[config.mk]
export PLATFORM = sky130hd
export DESIGN_NAME = clk_divider_bank
export DESIGN_NICKNAME = d
export VERILOG_FILES = /design/src/rtl/clkdiv_pkg.sv /design/src/rtl/clkdiv_channel.sv /design/src/rtl/clk_divider_bank.sv
export SDC_FILE = /design/constraint.sdc
export NUM_CORES = 1
export LEC_CHECK = 0
export CAP_MARGIN = 15
export CORE_ASPECT_RATIO = 1.2
export CORE_MARGIN = 5
export CORE_UTILIZATION = 50
export CTS_CLUSTER_SIZE = 14
export DETAILED_ROUTE_END_ITERATION = 8
export PLACE_DENSITY = 0.67
export SETUP_SLACK_MARGIN = 0.5
export SLEW_MARGIN = 20
export SYNTH_ARGS = -nofsm -noshare
export SYNTH_HDL_FRONTEND = slang
export SYNTH_SLANG_ARGS = --single-unit
[constraint.sdc]
create_clock -name clk -period 4.3 [get_ports clk]
set_input_delay 0.86 -clock clk [delete_from_list [all_inputs] [get_ports clk]]
set_output_delay 0.86 -clock clk [all_outputs]
set_load 0.02 [all_outputs]
[src/rtl/clkdiv_pkg.sv]
// Shared constants, channel-index type and divisor helper for the clk_divider_bank family.
package clkdiv_pkg;

  localparam int unsigned CLKDIV_DIV_W       = 32;
  localparam int unsigned CLKDIV_DEFAULT_DIV = 4999;
  localparam int unsigned CLKDIV_MAX_CH      = 16;

  typedef logic [$clog2(CLKDIV_MAX_CH)-1:0] ch_idx_t;

  // Divisor that makes div_clk run at hz when the system clock runs at clk_hz.
  function automatic logic [CLKDIV_DIV_W-1:0] div_for_hz(input longint unsigned clk_hz,
                                                         input longint unsigned hz);
    return CLKDIV_DIV_W'(clk_hz / (2 * hz) - 1);
  endfunction

endpackage : clkdiv_pkg

[src/rtl/clkdiv_channel.sv]
// One divider channel: counter, active divisor, toggled 50% clock and terminal-count tick.
// Defining CLKDIV_SHADOW_EN defers divisor writes to the next terminal count via a shadow register.
module clkdiv_channel
  import clkdiv_pkg::*;
#(
  parameter int unsigned      DIV_W       = CLKDIV_DIV_W,
  parameter logic [DIV_W-1:0] DEFAULT_DIV = DIV_W'(CLKDIV_DEFAULT_DIV)
) (
  input  logic             clk,
  input  logic             rst_n,
  input  logic             en_i,
  input  logic             clr_i,
  input  logic             we_i,
  input  logic [DIV_W-1:0] wdata_i,
  output logic             div_clk_o,
  output logic             tick_o
);

  logic [DIV_W-1:0] cnt_q, cnt_d;
  logic [DIV_W-1:0] div_q, div_d;
  logic             dclk_q, dclk_d;
  logic             tick_q, tick_d;
  logic             terminal;
`ifdef CLKDIV_SHADOW_EN
  logic [DIV_W-1:0] shadow_q, shadow_d;
  logic             pend_q, pend_d;
`endif

  assign terminal = en_i && (cnt_q == div_q);

  always_comb begin
    // NOTE: every next-state value gets a default first, so no path through this block infers a latch.
    cnt_d  = cnt_q;
    div_d  = div_q;
    dclk_d = dclk_q;
    tick_d = 1'b0;
`ifdef CLKDIV_SHADOW_EN
    shadow_d = shadow_q;
    pend_d   = pend_q;
`endif

    if (clr_i) begin
      cnt_d  = '0;
      dclk_d = 1'b0;
    end else if (terminal) begin
      cnt_d  = '0;
      dclk_d = ~dclk_q;
      tick_d = 1'b1;
    end else if (en_i) begin
      cnt_d = cnt_q + 1'b1;
    end

`ifdef CLKDIV_SHADOW_EN
    // The counter restarts from zero on a clear or terminal edge, so only then may div change.
    if (clr_i || terminal) begin
      if (we_i) begin
        div_d    = wdata_i;
        shadow_d = wdata_i;
        pend_d   = 1'b0;
      end else if (pend_q) begin
        div_d  = shadow_q;
        pend_d = 1'b0;
      end
    end else if (we_i) begin
      shadow_d = wdata_i;
      pend_d   = 1'b1;
    end
`else
    // An immediate write restarts the count so cnt can never sit above a smaller new div.
    if (we_i) begin
      div_d = wdata_i;
      if (!clr_i) begin
        cnt_d  = '0;
        dclk_d = dclk_q;
        tick_d = 1'b0;
      end
    end
`endif
  end

  always_ff @(posedge clk or negedge rst_n) begin
    if (!rst_n) begin
      cnt_q  <= '0;
      div_q  <= DEFAULT_DIV;
      dclk_q <= 1'b0;
      tick_q <= 1'b0;
    end else begin
      // NOTE: non-blocking assignments so every flop samples the pre-edge values of the others.
      cnt_q  <= cnt_d;
      div_q  <= div_d;
      dclk_q <= dclk_d;
      tick_q <= tick_d;
    end
  end

`ifdef CLKDIV_SHADOW_EN
  always_ff @(posedge clk or negedge rst_n) begin
    if (!rst_n) begin
      shadow_q <= DEFAULT_DIV;
      pend_q   <= 1'b0;
    end else begin
      shadow_q <= shadow_d;
      pend_q   <= pend_d;
    end
  end
`endif

  assign div_clk_o = dclk_q;
  assign tick_o    = tick_q;

endmodule : clkdiv_channel

[src/rtl/clk_divider_bank.sv]
// Bank of NUM_CH independent programmable clock dividers: write-address decode and output concatenation.
// Optional feature macro: CLKDIV_SHADOW_EN (shadowed divisor writes, applied at the next terminal count).
module clk_divider_bank
  import clkdiv_pkg::*;
#(
  parameter int unsigned      NUM_CH      = 4,
  parameter int unsigned      DIV_W       = CLKDIV_DIV_W,
  parameter logic [DIV_W-1:0] DEFAULT_DIV = DIV_W'(CLKDIV_DEFAULT_DIV),
  localparam int unsigned     CH_W        = (NUM_CH > 1) ? $clog2(NUM_CH) : 1
) (
  input  logic              clk,
  input  logic              rst_n,
  input  logic [NUM_CH-1:0] en,
  input  logic              sync_clr,
  input  logic              cfg_we,
  input  logic [CH_W-1:0]   cfg_ch,
  input  logic [DIV_W-1:0]  cfg_div,
  output logic [NUM_CH-1:0] div_clk,
  output logic [NUM_CH-1:0] tick
);

  // Indices at or above NUM_CH match no channel, so such writes fall away.
  for (genvar i = 0; i < NUM_CH; i++) begin : g_ch
    logic we_ch;
    assign we_ch = cfg_we && (cfg_ch == CH_W'(i));

    clkdiv_channel #(
      .DIV_W      (DIV_W),
      .DEFAULT_DIV(DEFAULT_DIV)
    ) u_ch (
      .clk      (clk),
      .rst_n    (rst_n),
      .en_i     (en[i]),
      .clr_i    (sync_clr),
      .we_i     (we_ch),
      .wdata_i  (cfg_div),
      .div_clk_o(div_clk[i]),
      .tick_o   (tick[i])
    );
  end

endmodule : clk_divider_bank

==> metrics.txt, run 1 <==
outcome=complete, no violations; row cnt=64; antenna violations before repair=0; Pwr per Cell Area=424 nW/um2; placed inst area=13600 um2; TritonRoute pass-1 iters=5; Hold WC Path Type=in -> async; die width=156 um; Slew @ Worst Pin=0.899 ns; max cap viols=0; Mapped Cells=1194; syn_nets=1240; Yosys Warn Count=0; ratio of cells with drive above 1 in the final layout=16.5%; Max Freq=382 MHz; Worst VDD drop=0.232 mV; Post-Synthesis Cell Area=12800 um2; final core occ=57.5%; Clock Pin Slew Worst Setup and Hold Paths=0.07 ns; Slowest-stage cell, CP=nor4_1; grt total ovfl=0; Finish-stage setup viols=0; clk_lat worst skew=0.54 ns; TritonCTS Buffers=28; Final Max Slew Viols=0; CTS tree=done; largest net degree at the start of global routing=115; slew margin rel.=40.0%; predominant post-synthesis flop cell=dfrtp_1; Post-synth EDFFs=0; count of input and output buffers=49; root buf cell=clkbuf_16; DRC=0; Layout area overhead=14.1%; type of origin of the critical path=flip-flop; CP Launch Point=g_ch[1].u_ch.cnt_q[14]; Setup Skew=0.00727 ns; final hold vios=0; htree depth=1; Syn Area/Cell=10.7 um2; top cells by area, synth=dfrtp_1, xnor2_1, mux2_2; crit-path max FO=32; endpoint type of the worst setup path=flip-flop; TNS Setup=0 ns; vias in the first global route=8654; clock sink count=264; Yosys top cell area share=46.3%; Post-DRT Antenna Nets=0; RSZ-0062 raised after global routing=false; global-route wire length before repair=48.9 mm; starting density of the core=50.4%; Die Outline Area=28800 um2; Routed WL=30.4 mm; final instance area=14600 um2; initial DRC count=496; FF-to-FF Start=g_ch[1].u_ch.cnt_q[14]; Req. time, crit path=4.71 ns; Critical Path Most Common Cell=nor4_1; Post-synth top cells=dfrtp_1, nor2_1, nand2_1; gpl congestion=0.827; total track usage=21.5%; Tcrit/Tclk final=60.9%; Detailed Place HPWL=21.2 mm; Synth cell types=47; crit path kind=reg -> reg; asr flop ratio synth=100%; Finished Layout Cells=1592; Antenna Cells=0; die height=185 um; r2r setup slk=1.68 ns; count leader, synth=dfrtp_1; Final Critical Period=2.62 ns; Critical Path, Cell by Cell=xor2_1 > nor4_1 > nand4_1 > nor4_1 > a211o_1 > buf_4 > nor2_1; Critical Path AT=3.03 ns; Synth area leader=dfrtp_1; post-synthesis register bit count=264; clock tree buffer depth=3; Post CTS Setup Buffer Count=0; hold-fix buffers at CTS=0; Placed Cells=1540; via/cell ratio=5.41; Resized cells post-CTS=0; leakage=6.08 nW; fin nets=1286; Ports=50; detailed-route via count=8617; Seq/Total Area, Yosys=52.1%; WL/cell=19.1 um; core box area=25300 um2; CP peak stage delay=0.68 ns
==> path summary, 6_finish.rpt <==
check                                    endpoint  depth (start not counted)
max                         g_ch[1].u_ch.cnt_q[3]                          7
min                        g_ch[1].u_ch.cnt_q[29]                          1
max reg2reg                 g_ch[1].u_ch.cnt_q[3]                          7
min reg2reg                 g_ch[1].u_ch.div_q[8]                          2
max in group asynchronous   g_ch[2].u_ch.div_q[7]                          2
min in group clk            g_ch[1].u_ch.div_q[8]                          2
==> through the flow <==
| stage | setup WS (ns) | hold slack, ns | total power, mW |
|---|---|---|---|
| after floorplan | 1.84 | 0.444 | 3.37 |
| after global placement | 1.13 | 0.455 | 3.64 |
| after detailed placement | 1.14 | 0.461 | 3.66 |
| after CTS | 1.68 | 0.433 | 6.23 |
| after global routing | 1.45 | 0.469 | 6.40 |
| final | 1.68 | 0.379 | 6.17 |
==> power by group <==
part           internal (mW)  switching (mW)  total [mW]  leakage (nW)
Combinational          0.352           0.329       0.680          2.20
Clock                   1.54            1.02        2.56         0.485
Sequential              2.75           0.181        2.93          3.39
==> area by class of cell <==
type                       count  area [um2]
clock buffer                  35         788
multi-input combinational    867        5830
tap                          330         413
sequential                   264        6640
inverter                      13        48.8
timing repair buffer          66         636
fill                        2213       10800
clock inverter                17         196
==> cell families after synthesis <==
logic type / after synthesis / synth area share, %
fa+ha+maj: 4 / 0.393
buf+inv: 63 / 2.25
simple gates: 502 / 18.8
compound gates: 16 / 0.834
flops: 264 / 52.1
mux: 100 / 8.79
xor+xnor: 245 / 16.8
==> worst max-delay path, delay by kind of cell, from the launching register on <==
kind            cells  cell delay (ns)
simple gates        4             1.29
flops               1             0.45
buf+inv             1             0.32
compound gates      1             0.22
xor+xnor            1             0.20
==> sequential cells by signal (all words and copies together) (netlist names) <==
signal	cells
g_ch.u_ch.cnt_q	128
g_ch.u_ch.tick_o	4
g_ch.u_ch.div_clk_o	4
g_ch.u_ch.div_q	128
==> cell usage in the layout (no fill, tap or decap), types with 2 or more instances in the layout <==
cell             instances
dfrtp_1                236
nor2_1                 165
nand2_1                147
xnor2_1                144
xor2_1                 101
mux2_2                  96
nand4_1                 59
clkdlybuf4s50_1         48
nand3_1                 38
clkbuf_16               29
dfstp_2                 28
and3_1                  22
buf_4                   16
nor4_1                  13
inv_1                   13
nor3_1                  11
and4_1                  11
clkinv_2                 9
nor2b_1                  6
o21ai_0                  5
mux2i_1                  4
ha_1                     4
bufinv_16                4
clkbuf_8                 4
nor4_2                   3
nand2b_1                 3
nor2_2                   3
nor3_2                   3
o22ai_1                  3
or3_1                    3
a21oi_1                  3
clkinvlp_4               3
and2_1                   2
nand3b_1                 2
nor3b_1                  2
clkbuf_1                 2
==> routing by layer <==
layer	vias to the layer above	share of wire (%)	wire length (um)	track usage (%)
met2	156	48	14700	35.1
met4	0	2.7	832	6.23
met3	47	3.2	967	2.10
met1	4324	46	14000	30.8
li1	4090	-	-	-
met5	-	0	0	0
Note: power is estimated with default switching activity, not from simulation.
==> run 2: changes to the inputs <==
--- a/config.mk
+++ b/config.mk
@@ -11,7 +11,7 @@
 export CORE_UTILIZATION = 50
 export CTS_CLUSTER_SIZE = 14
 export DETAILED_ROUTE_END_ITERATION = 8
-export PLACE_DENSITY = 0.67
+export PLACE_DENSITY = 0.69
 export SETUP_SLACK_MARGIN = 0.5
 export SLEW_MARGIN = 20
 export SYNTH_ARGS = -nofsm -noshare
==> constraint.sdc (replaced) <==
create_clock -name clk -period 2.4 [get_ports clk]
set_input_delay 0.48 -clock clk [delete_from_list [all_inputs] [get_ports clk]]
set_output_delay 0.48 -clock clk [all_outputs]
set_load 0.02 [all_outputs]
==> run 2 against run 1 <==
Effect of this change: maximum frequency increased by 25%; highest routed layer unchanged; flip-flop and latch count unchanged; wire length increased by 6.8%; sequential power increased by 79%; clock power increased by 88%; critical path type unchanged; largest power group unchanged; largest cell class unchanged.
==> metrics.txt, run 2 (synthesis results as in run 1) <==
outcome=complete, no violations; Antenna Cells=0 (unchanged); die width=156 um (unchanged); clk_lat worst skew=0.54 ns (about the same); antenna violations before repair=0 (unchanged); ratio of cells with drive above 1 in the final layout=27.2% (+11 points); Critical Path, Cell by Cell=xnor2_2 > nand4_1 > nor4_2 > nand3_1 > nand3b_1 > buf_4 > buf_6 > nor2_1; Req. time, crit path=2.82 ns (-1.89 ns); Finish-stage setup viols=0 (unchanged); Reg2Reg Capture Point=g_ch[2].u_ch.cnt_q[19]; metal2 WL=15.9 mm (+8.0%); commonest non-fill, non-tap cell in the layout=dfrtp_1; WP buf/inv=2 (+1); HP Start=g_ch[1].u_ch.div_q[9]; Die Outline Area=28800 um2 (unchanged); Critical Path AT=2.53 ns (-0.50 ns); Setup Skew=0.0112 ns (+0.00397 ns); starting density of the core=50.4% (unchanged); post-route setup slack=0.298 ns (-1.38 ns); via/cell ratio=5.48 (+1.2%); htree depth=1 (unchanged); WL/cell=19.7 um (+3.2%); core box area=25300 um2 (unchanged); r2r setup slk=0.30 ns (-1.38 ns); Setup Slack @ Placement=-0.0701 ns (-1.21 ns); Pwr per Cell Area=723 nW/um2 (+71%); most frequent cells in the layout=dfrtp_1, nand2_1, xnor2_1; max layer used=met4; Post-DRT Antenna Nets=0 (unchanged); die height=185 um (unchanged); Tcrit/Tclk final=87.6% (+27 points); Hold WC Path Type=reg -> reg; clock sink count=264 (unchanged); Max Freq=476 MHz (+25%); Clock Pin Slew Worst Setup and Hold Paths=0.06 ns (about the same); Fillers=2061 (-6.9%); type of origin of the critical path=flip-flop; global-route wire length before repair=50.1 mm (+2.5%); slew margin rel.=56.7% (+17 points); detailed-route via count=9025 (+4.7%); vias in the first global route=9017 (+4.2%); CP peak stage delay=0.55 ns (-0.13 ns); Final Critical Period=2.10 ns (-0.517 ns); row cnt=64 (unchanged); hold path cells=2; Layout area overhead=24.4%; critical path's top delay family=simple AND/OR/NAND/NOR gates; Slowest-stage cell, CP=dfstp_2; Slew @ Worst Pin=0.648 ns (-0.251 ns); R2R cell count=8 (+1); gpl congestion=0.893 (+8.0%); met3 WL=1.43 mm (+47%); TritonRoute pass-1 iters=5 (unchanged); fin nets=1342 (+4.4%); final hold vios=0 (unchanged); count of input and output buffers=49 (unchanged); Largest regs=g_ch.u_ch.cnt_q (128), g_ch.u_ch.div_q (128); grt total ovfl=0 (unchanged); clock tree buffer depth=3 (unchanged); FF-to-FF Start=g_ch[2].u_ch.div_q[7]; RSZ-0062 raised after global routing=true; met1 WL=13.8 mm (-0.81%); Ports=50 (unchanged); DRC=0 (unchanged); Final Max Slew Viols=0 (unchanged); Detailed Place HPWL=21.6 mm (+2.0%); endpoint type of the worst setup path=flip-flop; TNS Setup=0 ns (unchanged); largest net degree at the start of global routing=59 (-49%); WHS Endpoint=g_ch[1].u_ch.div_q[9]; crit-path max FO=5 (-84%); crit path kind=reg -> reg; initial DRC count=476 (-4.0%); root buf cell=clkbuf_16; Routed WL=32.5 mm (+6.8%); max cap viols=0 (unchanged); Worst VDD drop=0.488 mV (+110%); CTS tree=done; TritonCTS Buffers=28 (unchanged); leakage=6.57 nW (+8.1%); total track usage=22.1% (+0.56 points)
[run 2: cell types whose count changed in the layout (fill, tap and decap cells not counted), moves of 12 or more]
| cell | change |
|---|---|
| buf_12 | +12 |
| xnor2_2 | +12 |
| nor2_1 | -47 |
| dfrtp_1 | -19 |
| dfrtp_2 | +19 |
| buf_4 | +35 |
| nor2_4 | +43 |
| xnor2_1 | -12 |
[run 2: final cells by class]
type / instances / area (um2) / share of cell area (%)
multi-input cells: 867 / 6410 / 40.4
inverters: 13 / 48.8 / 0.308
flip-flops and latches: 264 / 6670 / 42.0
repair buffers: 122 / 1280 / 8.09
well taps: 330 / 413 / 2.60
clock buffers: 38 / 800 / 5.04
clock inverters: 14 / 236 / 1.49
[run 2: metrics by stage]
stage / std cells / area (um2) / util, % / power [mW] / hold WS [ns]
after floorplan: 1194 / 12800 / - / 6.04 / 0.184
after global placement: 1571 / 14000 / 55.3 / 6.55 / 0.455
after detailed placement: 1571 / 14000 / 55.3 / 6.59 / 0.452
after CTS: 1632 / 15200 / 59.9 / 11.4 / 0.468
after global routing: 1648 / 15900 / 62.7 / 11.9 / 0.479
final: 1648 / 15900 / 62.7 / 11.5 / 0.466
[run 2: timing repair]
action	in CTS	in global routing
gates resized for setup	28	135
hold buffers	1	0
pin swaps	3	62
buffers inserted	8	7
endpoints found under the setup margin	139	133
endpoints found under the hold margin	43	0
gates cloned	0	9
[run 2: how the worst max path moves through the flow]
stage,from,end,slack [ns],cells after the start
global route,g_ch[2].u_ch.div_q[0],g_ch[2].u_ch.cnt_q[19],0.27,8
CTS,g_ch[1].u_ch.cnt_q[22],g_ch[1].u_ch.cnt_q[3],0.40,6
global placement,en[3],g_ch[3].u_ch.cnt_q[22],-0.06,7
floorplan,g_ch[3].u_ch.cnt_q[0],g_ch[3].u_ch.cnt_q[26],0.39,8
finish,g_ch[2].u_ch.div_q[7],g_ch[2].u_ch.cnt_q[19],0.30,8
detailed placement,en[3],g_ch[3].u_ch.cnt_q[26],-0.07,7
[run 2: per-layer routing]
metal  GRT usage (%)  vias to the layer above
met5               0                        -
li1                -                     4196
met4            8.09                        0
met2            36.2                      232
met1            30.3                     4514
met3            2.69                       83
[run 2: worst min-delay path: cells and delay by family, from the launching register on]
kind,cells,cell delay (ns)
simple gates,2,0.10
flops,1,0.37
[run 2: where the power goes]
group          leakage [nW]  total, mW  switching, mW  internal, mW
Clock                 0.495       4.81           1.83          2.99
Combinational          2.72       1.42          0.675         0.740
Sequential             3.36       5.25          0.323          4.92
Total                  6.57       11.5           2.82          8.65
